**src/rtl/cpu_pkg.sv**
```systemverilog
// cpu_pkg
// Shared definitions for the 8-bit accumulator CPU.
//   opcode_t : the eight ISA opcodes, shared by the controller and the ALU
//   phase_t  : the eight phases of one machine cycle
//   ctrl_t   : the datapath strobes driven by the controller
//   is_aluop : true for opcodes that load the accumulator from the ALU
package cpu_pkg;

    typedef enum logic [2:0] {
        OP_HLT = 3'b000,
        OP_SKZ = 3'b001,
        OP_ADD = 3'b010,
        OP_AND = 3'b011,
        OP_XOR = 3'b100,
        OP_LDA = 3'b101,
        OP_STO = 3'b110,
        OP_JMP = 3'b111
    } opcode_t;

    typedef enum logic [2:0] {
        PH_INST_ADDR  = 3'd0,
        PH_INST_FETCH = 3'd1,
        PH_INST_LOAD  = 3'd2,
        PH_IDLE       = 3'd3,
        PH_OP_ADDR    = 3'd4,
        PH_OP_FETCH   = 3'd5,
        PH_ALU_OP     = 3'd6,
        PH_STORE      = 3'd7
    } phase_t;

    typedef struct packed {
        logic sel;
        logic rd;
        logic ld_ir;
        logic inc_pc;
        logic ld_pc;
        logic ld_ac;
        logic wr;
        logic data_e;
    } ctrl_t;

    // Opcodes whose result goes through the ALU into the accumulator.
    function automatic logic is_aluop(opcode_t op);
        return (op == OP_ADD) || (op == OP_AND) ||
               (op == OP_XOR) || (op == OP_LDA);
    endfunction

endpackage

```
**src/rtl/cpu_controller.sv**
```systemverilog
// cpu_controller
// Instruction sequencer for the 8-bit accumulator CPU. Steps a fixed
// 8-phase machine cycle and decodes the per-phase datapath strobes.
// Ports:
//   clk     in   clock, all state changes on the rising edge
//   rst_n   in   synchronous active-low reset
//   en      in   phase-advance enable (0 holds phase and outputs)
//   opcode  in   3-bit opcode from the instruction register
//   is_zero in   ALU zero flag, used by SKZ in the ALU_OP phase
//   sel, rd, ld_ir, inc_pc, ld_pc, ld_ac, wr, data_e
//           out  datapath strobes
//   halt    out  CPU halted (sticky until reset), rises early in OP_ADDR
//   phase   out  current phase index 0..7
module cpu_controller
    import cpu_pkg::*;
(
    input  logic       clk,
    input  logic       rst_n,
    input  logic       en,
    input  logic [2:0] opcode,
    input  logic       is_zero,
    output logic       sel,
    output logic       rd,
    output logic       ld_ir,
    output logic       inc_pc,
    output logic       ld_pc,
    output logic       ld_ac,
    output logic       wr,
    output logic       data_e,
    output logic       halt,
    output logic [2:0] phase
);

    // State: current phase plus a halted flag. While halted the phase
    // register is parked at OP_ADDR, so phase reads 4.
    phase_t  phase_q, phase_d;
    logic    halted_q, halted_d;

    opcode_t op;
    logic    alu_op;
    ctrl_t   ctrl;
    logic    halt_d;
    logic [2:0] phase_inc;

    assign op        = opcode_t'(opcode);
    assign alu_op    = is_aluop(op);
    assign phase_inc = phase_q + 3'd1;

    // Strobe decode: purely combinational from the phase, the live opcode
    // and the zero flag. Everything is forced low once halted.
    always_comb begin
        ctrl   = '0;
        halt_d = halted_q;
        if (!halted_q) begin
            case (phase_q)
                PH_INST_ADDR: begin
                    ctrl.sel = 1'b1;
                end
                PH_INST_FETCH: begin
                    ctrl.sel = 1'b1;
                    ctrl.rd  = 1'b1;
                end
                PH_INST_LOAD, PH_IDLE: begin
                    ctrl.sel   = 1'b1;
                    ctrl.rd    = 1'b1;
                    ctrl.ld_ir = 1'b1;
                end
                PH_OP_ADDR: begin
                    ctrl.inc_pc = 1'b1;
                    // halt is visible one cycle before HALTED is entered
                    halt_d      = (op == OP_HLT);
                end
                PH_OP_FETCH: begin
                    ctrl.rd = alu_op;
                end
                PH_ALU_OP: begin
                    ctrl.rd     = alu_op;
                    ctrl.inc_pc = (op == OP_SKZ) && is_zero;
                    ctrl.ld_pc  = (op == OP_JMP);
                    ctrl.data_e = (op == OP_STO);
                end
                PH_STORE: begin
                    ctrl.rd     = alu_op;
                    ctrl.ld_ac  = alu_op;
                    ctrl.ld_pc  = (op == OP_JMP);
                    ctrl.wr     = (op == OP_STO);
                    ctrl.data_e = (op == OP_STO);
                end
                default: begin
                    ctrl = '0;
                end
            endcase
        end
    end

    // Next-state logic. A halted flag with the phase anywhere other than
    // OP_ADDR can only come from a corrupted state, so it recovers to the
    // start of a fresh instruction instead of staying stuck.
    always_comb begin
        phase_d  = phase_q;
        halted_d = halted_q;
        if (halted_q) begin
            if (phase_q != PH_OP_ADDR) begin
                phase_d  = PH_INST_ADDR;
                halted_d = 1'b0;
            end
        end else if (en) begin
            if ((phase_q == PH_OP_ADDR) && (op == OP_HLT)) begin
                halted_d = 1'b1;
            end else begin
                phase_d = phase_t'(phase_inc);
            end
        end
    end

    // State register with synchronous reset; reset wins over en.
    always_ff @(posedge clk) begin
        if (!rst_n) begin
            phase_q  <= PH_INST_ADDR;
            halted_q <= 1'b0;
        end else begin
            phase_q  <= phase_d;
            halted_q <= halted_d;
        end
    end

    assign sel    = ctrl.sel;
    assign rd     = ctrl.rd;
    assign ld_ir  = ctrl.ld_ir;
    assign inc_pc = ctrl.inc_pc;
    assign ld_pc  = ctrl.ld_pc;
    assign ld_ac  = ctrl.ld_ac;
    assign wr     = ctrl.wr;
    assign data_e = ctrl.data_e;
    assign halt   = halt_d;
    assign phase  = phase_q;

endmodule

```
**config.mk**
```make
export PLATFORM = sky130hd
export DESIGN_NAME = cpu_controller
export DESIGN_NICKNAME = d
export VERILOG_FILES = /design/src/rtl/cpu_pkg.sv /design/src/rtl/cpu_controller.sv
export SDC_FILE = /design/constraint.sdc
export NUM_CORES = 1
export LEC_CHECK = 0
export CORE_AREA = 2 2 39 41
export CTS_BUF_LIST = sky130_fd_sc_hd__clkbuf_16
export CTS_CLUSTER_DIAMETER = 80
export DETAILED_ROUTE_END_ITERATION = 10
export DIE_AREA = 0 0 41 43
export GPL_TIMING_DRIVEN = 0
export PLACE_DENSITY = 0.67
export SYNTH_ARGS = -nofsm -noshare
export SYNTH_HDL_FRONTEND = slang
export SYNTH_SLANG_ARGS = --single-unit
export TNS_END_PERCENT = 10
```
**constraint.sdc**
```tcl
create_clock -name clk -period 4.1 [get_ports clk]
set_input_delay 0.82 -clock clk [delete_from_list [all_inputs] [get_ports clk]]
set_output_delay 0.82 -clock clk [all_outputs]
set_load 0.02 [all_outputs]
```
# Word level (Yosys, flattened, before mapping)
# Cells that the tools add are included.
[totals]
reg_bits = 4
out_inout_bits = 12
[op_classes]
add_sub_neg = 1
eq_ne = 17
n_mux = 18
n_reduce_logical = 14
[ops]
columns = ["cell", "count"]
rows = [
  ["$eq A3 B3 Y1 const B", 8],
  ["$eq A3 B2 Y1 const B", 4],
  ["$mux W3", 4],
  ["$mux W1", 10],
  ["$mux W8", 1],
  ["$eq A3 B1 Y1 const B", 2],
  ["$logic_not A3 Y1", 2],
  ["$reduce_or A3 Y1", 2],
  ["$pmux W1 S2", 2],
  ["$reduce_or A2 Y1", 2],
  ["$reduce_or A4 Y1", 1],
  ["$add A3 B1 Y3 const B", 1],
  ["$logic_or A1 B1 Y1", 3],
  ["$ne A3 B3 Y1 const B", 1],
  ["$reduce_and A3 Y1", 1],
  ["$logic_and A1 B1 Y1", 2],
  ["$mux W2", 1],
  ["$ne A2 B1 Y1 const B", 1],
  ["$ne A2 B2 Y1 const B", 1],
  ["$reduce_bool A2 Y1", 1],
]

# Depth between registers and ports, before layout
# Gate-level depths: netlist (run 1).
[logic_depth]
word_depth = 6
ltp_mapped = 6
mapped_depth_nobuf = 5

# Least setup slack after synthesis (run 1)
# No wires, ideal clock.
[synth_timing]
kind = "register -> output"
from = "reg phase_q[0], in the netlist phase[0]"
to = "out ld_pc"
arrival_time_ps = 1778
t_required_ps = 3280
setup_slack_ps = 1502
stages_incl_launch_ff = 5
path_buffers = 0
path_cell_list = "dfxtp_1 -> ha_1 -> ha_1 -> a21oi_1 -> nor4b_1"
[synth_between]
elab_chain_cells = 4
word_cells_on_any_way = 5
cone_classes = "eq/ne: 2; mux: 2; reduce/logical: 1"
[synth_lines]
columns = ["element", "line_no", "rtl"]
rows = [
  ["start, declared", "cpu_controller.sv:36", "phase_t phase_q, phase_d;"],
  ["start signal, assigned", "cpu_controller.sv:122", "phase_q <= phase_d;"],
  ["$eq A3 B3 Y1", "cpu_controller.sv:55", "case (phase_q)"],
  ["$reduce_or A2 Y1 (no source line) *", "-", ""],
  ["$mux W1 *", "-", ""],
  ["$mux W8 *", "cpu_controller.sv:54", "if (!halted_q) begin"],
  ["end, declared", "cpu_controller.sv:26", "output logic ld_pc,"],
]
# Every way passes the cells marked *; elsewhere a longest branch is shown, timed or not.

# Final worst setup path (run 1)
[layout_timing]
from = "in opcode[2]"
to = "out rd"
[layout_between]
elab_chain_cells = 6
word_cells_on_any_way = 9
cone_classes = "eq/ne: 4; mux: 2; reduce/logical: 3"
[layout_lines]
columns = ["element", "line_no", "rtl"]
rows = [
  ["start, declared", "cpu_controller.sv:20", "input logic [2:0] opcode,"],
  ["$eq A3 B2 Y1", "cpu_pkg.sv:44", "return (op == OP_ADD) || (op == OP_AND) ||"],
  ["$logic_or A1 B1 Y1 (2 in series)", "cpu_pkg.sv:44", ""],
  ["$logic_or A1 B1 Y1 *", "cpu_pkg.sv:45", "(op == OP_XOR) || (op == OP_LDA);"],
  ["$pmux W1 S2 *", "cpu_controller.sv:55", ""],
  ["$mux W8 *", "cpu_controller.sv:54", ""],
  ["end, declared", "cpu_controller.sv:23", "output logic rd,"],
]
# Marked as above.

==> results.md, run 1 <==
| Metric | This run | Unit |
| --- | --- | --- |
| Result of the run | finished, final reports clean | - |
| Via count of the first global-routing pass | 424 | - |
| Fin worst setup slack | 0.6837 | ns |
| Root buffer selected by CTS | sky130_fd_sc_hd__clkbuf_16 | - |
| Arr. time, crit path | 2.60 | ns |
| Part of the total power dissipated in combinational logic | 32.5 | % |
| Share of synthesized cell area in full adder, half adder and majority cells | 16.44 | % |
| Share of synthesized area occupied by flip-flops and latches | 17.53 | % |
| Maximum net fanout on the critical path | 4 | - |
| Layout cell share with drive strength beyond 1 | 10.13 | % |
| Number of antenna violations at the first check in global routing | 0 | - |
| Share of total power consumed by net switching | 27.87 | % |
| Worst setup path startpoint | opcode[2] | - |
| Max-cap violation count | 0 | - |
| Sink Count | 4 | - |
| Number of cell rows | 14 | - |
| Worst reg-to-reg path cell count | 6 | - |
| Clock buffer count from CTS | 3 | - |
| Critical path class | in2out | - |
| Xor/xnor cell area share of the yosys netlist | 3.836 | % |
| Hold Crit Class | reg2reg | - |
| Routed wire per std cell | 11.51 | um |
| Net switching power | 0.00008269 | W |
| Sequential Power Share | 16.6 | % |
| Pin count of the biggest net entering global routing | 11 | - |
| Kind of end point of the critical path | output port | - |
| Worst clock skew | 0.001134 | ns |
| Final worst path period share | 83.33 | % |
| Static leakage | 0.2800 | nW |
| Setup repair after global routing missed its margin | no | - |
| TritonCTS clock tree | built | - |
| FMAX | 0.2927 | GHz |
| Reg-to-Reg Start | phase[0] | - |
| Max rail drop VDD | 0.2596 | mV |
| Hold bufs inserted after CTS | 0 | - |
| Number of flip-flops and latches in the synthesized netlist | 4 | - |
| Relative contribution of the clock network to total power | 50.9 | % |
| CTS Buffer Depth | 2 | - |
| CTS H-Tree Depth | 1 | - |
| Max-slew violation count | 0 | - |
| Overflow left after global routing | 0 | - |
| Register-to-register setup slack | 2.47 | ns |
| GPL Wtd Cong | 0.7640 | - |
| Required time of the critical path | 3.28 | ns |
| Cell count after synthesis | 58 | - |
| Die Ht | 43 | um |
| Worst Min Path Start | phase[0] | - |
| Count of endpoints failing hold in the final timing report | 0 | - |
| Setup TNS after final layout | 0 | ns |
| Worst hold slack | 0.6417 | ns |
| Power Dens Cells | 405.3 | mW/mm^2 |
| Worst Hold Path Cells | 2 | - |
| Top-level I/O count | 19 | - |
| Yosys warning total | 0 | - |
| Total number of nets in the final design | 94 | - |
| Post-detailed-route DRC marker count | 0 | - |
| Ant. Diodes | 0 | - |
| DR iter-0 viols | 6 | - |
| Netlist area before placement | 456.7 | um^2 |
| Detail Route Antenna Nets | 0 | - |
| Clock-pin transition on the worst setup and hold timing paths | 0.03 | ns |
| Die footprint | 0.001763 | mm^2 |
| Total setup buffers inserted after CTS | 0 | - |
| Worst slack, placed | 0.6765 | ns |
| Max transition margin | 72.89 | % |
| Global-route usage over all layers | 15.51 | % |
| Starting Density | 33.00 | % |
| Startpoint type of the worst setup path | input port | - |
| Avg Cell Area, Syn | 7.874 | um^2 |
| Highest-count cells in the layout ignoring fill and taps | sky130_fd_sc_hd__clkdlybuf4s50_1, sky130_fd_sc_hd__a21oi_1, sky130_fd_sc_hd__nor2_1, sky130_fd_sc_hd__ha_1, sky130_fd_sc_hd__dfxtp_1 | - |
| Post-layout minimum cycle time | 3.416 | ns |
| Area fraction in and, or, nand and nor cells after synthesis | 26.85 | % |
| Complex-gate fraction of the synthesized area | 26.85 | % |
| Number of vias per cell after detailed routing | 5.158 | - |
| Post-cts repair resize count | 0 | - |
| Hold Crit Endpoint | phase[0] | - |
| Layout Area Growth over Synthesis | 60.27 | % |
| Estimated wirelength of the detail-placed design | 815.9 | um |
| Mapped Nets | 71 | - |
| Vias | 490 | - |
| Final WL | 1.093 | mm |
| IO buf count | 18 | - |
| Wire length of the first global-routing pass | 1.863 | mm |
| Proportion of synthesized area in mux cells | 2.192 | % |
| Critical R2R Capture | phase[1] | - |
| Filler instances | 140 | - |
| Final Setup Violations | 0 | - |
| Combinational family with the most area after synthesis | compound AO/OA/AOI/OAI gates | - |
| Actual slew at the worst max-slew pin | 0.4066 | ns |
| Commonest non-fill, non-tap cell in the layout | sky130_fd_sc_hd__clkdlybuf4s50_1 | - |
| Clock latency reported for the late side of the worst-skew pair | 0.22 | ns |
| Core Area | 0.001384 | mm^2 |
| Design internal power | 0.0002140 | W |
| Width of the die | 41 | um |
| Detailed-routing iteration count for the pre-antenna-repair pass | 2 | - |
| Unique masters post-synth | 30 | - |
synthesized netlist by cell type:
cell type | instances | area share [%]
sky130_fd_sc_hd__a21oi_1 | 6 | 6.6
sky130_fd_sc_hd__o31a_1 | 1 | 1.9
sky130_fd_sc_hd__inv_1 | 3 | 2.5
sky130_fd_sc_hd__nand3b_1 | 1 | 1.6
sky130_fd_sc_hd__nor4_1 | 2 | 2.7
sky130_fd_sc_hd__a21boi_1 | 1 | 1.6
sky130_fd_sc_hd__a221oi_1 | 1 | 1.9
sky130_fd_sc_hd__a311o_2 | 1 | 2.5
sky130_fd_sc_hd__nand3_1 | 2 | 2.2
sky130_fd_sc_hd__xnor2_1 | 2 | 3.8
sky130_fd_sc_hd__o211ai_1 | 1 | 1.6
sky130_fd_sc_hd__nor4b_1 | 1 | 1.9
sky130_fd_sc_hd__a31o_2 | 1 | 1.9
sky130_fd_sc_hd__nor2b_1 | 1 | 1.4
sky130_fd_sc_hd__nand4_1 | 1 | 1.4
sky130_fd_sc_hd__ha_1 | 6 | 16
sky130_fd_sc_hd__buf_2 | 2 | 2.2
sky130_fd_sc_hd__a41oi_1 | 1 | 1.9
sky130_fd_sc_hd__nor2_1 | 6 | 4.9
sky130_fd_sc_hd__nand2b_1 | 2 | 2.7
sky130_fd_sc_hd__nand2_1 | 1 | 0.82
sky130_fd_sc_hd__mux2i_1 | 1 | 2.2
sky130_fd_sc_hd__clkbuf_1 | 2 | 1.6
sky130_fd_sc_hd__o31ai_1 | 2 | 3.3
sky130_fd_sc_hd__or3_1 | 1 | 1.4
sky130_fd_sc_hd__a21o_1 | 1 | 1.6
sky130_fd_sc_hd__dfxtp_1 | 4 | 18
sky130_fd_sc_hd__nor3_1 | 2 | 2.2
sky130_fd_sc_hd__o2111ai_1 | 1 | 1.9
sky130_fd_sc_hd__nor3_4 | 1 | 3.6
cells by family after synthesis:
kind of cell,Yosys count
multiplexers,1
flip-flops,4
AO/OA/AOI/OAI,17
AND/OR/NAND/NOR,21
buffers and inverters,7
XOR/XNOR,2
adder cells (fa/ha/maj),6
worst max-delay path, stage by stage:
cell                              delay, ns
sky130_fd_sc_hd__clkdlybuf4s50_1       0.58
sky130_fd_sc_hd__xnor2_1               0.15
sky130_fd_sc_hd__nand2b_1              0.16
sky130_fd_sc_hd__a221oi_1              0.24
sky130_fd_sc_hd__clkdlybuf4s50_1       0.64
sequential cells by signal, summed over array words and instances, names as in the netlist:
signal / flops
phase: 3
halted_q: 1
power by group through the flow:
| stage | Combinational, W | Sequential, W | Clock (W) |
|---|---|---|---|
| after floorplan | 0.0000534 | 0.0000527 | 0 |
| after global placement | 0.0000960 | 0.0000498 | 0 |
| after detailed placement | 0.0000964 | 0.0000496 | 0 |
| after CTS | 0.0000969 | 0.0000491 | 0.000155 |
| after global routing | 0.000107 | 0.0000505 | 0.000156 |
| final | 0.0000964 | 0.0000491 | 0.000151 |
layout make-up:
cell class	count	area, um^2	share of cell area [%]
Timing Repair Buffer	18	180.2	24.62
Buffer	4	17.52	2.393
Clock buffer	3	75.07	10.26
Sequential cell	4	80.08	10.94
Tap cell	16	20.02	2.735
Multi-Input combinational cell	47	347.8	47.52
Inverter	3	11.26	1.538
how the worst max path moves through the flow:
stage          endpoint  depth (start not counted)  slack (ns)
3_5_place_dp         rd                          5        0.68
5_1_grt              rd                          5        0.61
2_1_floorplan     ld_pc                          4        1.50
4_1_cts              rd                          5        0.67
6_report             rd                          5        0.68
3_3_place_gp         rd                          5        0.66
metrics by stage:
step | instance area, um^2 | util [%] | total power [W] | instances
after floorplan | 456.7 | - | 0.0001061 | 58
after global placement | 656.9 | 47.47 | 0.0001459 | 92
after detailed placement | 656.9 | 47.47 | 0.0001461 | 92
after CTS | 732.0 | 52.89 | 0.0003009 | 95
after global routing | 732.0 | 52.89 | 0.0003140 | 95
final | 732.0 | 52.89 | 0.0002967 | 95
metal layers:
metal  share of wire [%]  up-vias  wire [um]  track usage, %
li1                    -      262          -               -
met1                  49      207        531           21.10
met2                  43       17        469           22.19
met3                 5.9        4         64           1.571
met4                 2.6        0         28           10.00
met5                   0        -          0               0
Power figures use the tool's default switching activity.
==> inputs of run 2 (changes only) <==
==> constraint.sdc (replaced) <==
create_clock -name clk -period 3.32 [get_ports clk]
set_input_delay 0.664 -clock clk [delete_from_list [all_inputs] [get_ports clk]]
set_output_delay 0.664 -clock clk [all_outputs]
set_load 0.02 [all_outputs]
==> results of run 2 <==
The final DEF is identical to that of run 1. Status: finished, final reports clean.
Main changes from that run: setup slack after placement 0.6765 ns -> 0.2085 ns; setup slack after layout 0.6837 ns -> 0.2157 ns; register-to-register setup slack 2.47 ns -> 1.69 ns; total power 0.0002967 W -> 0.0003664 W; worst IR drop on VDD 0.2596 mV -> 0.3206 mV
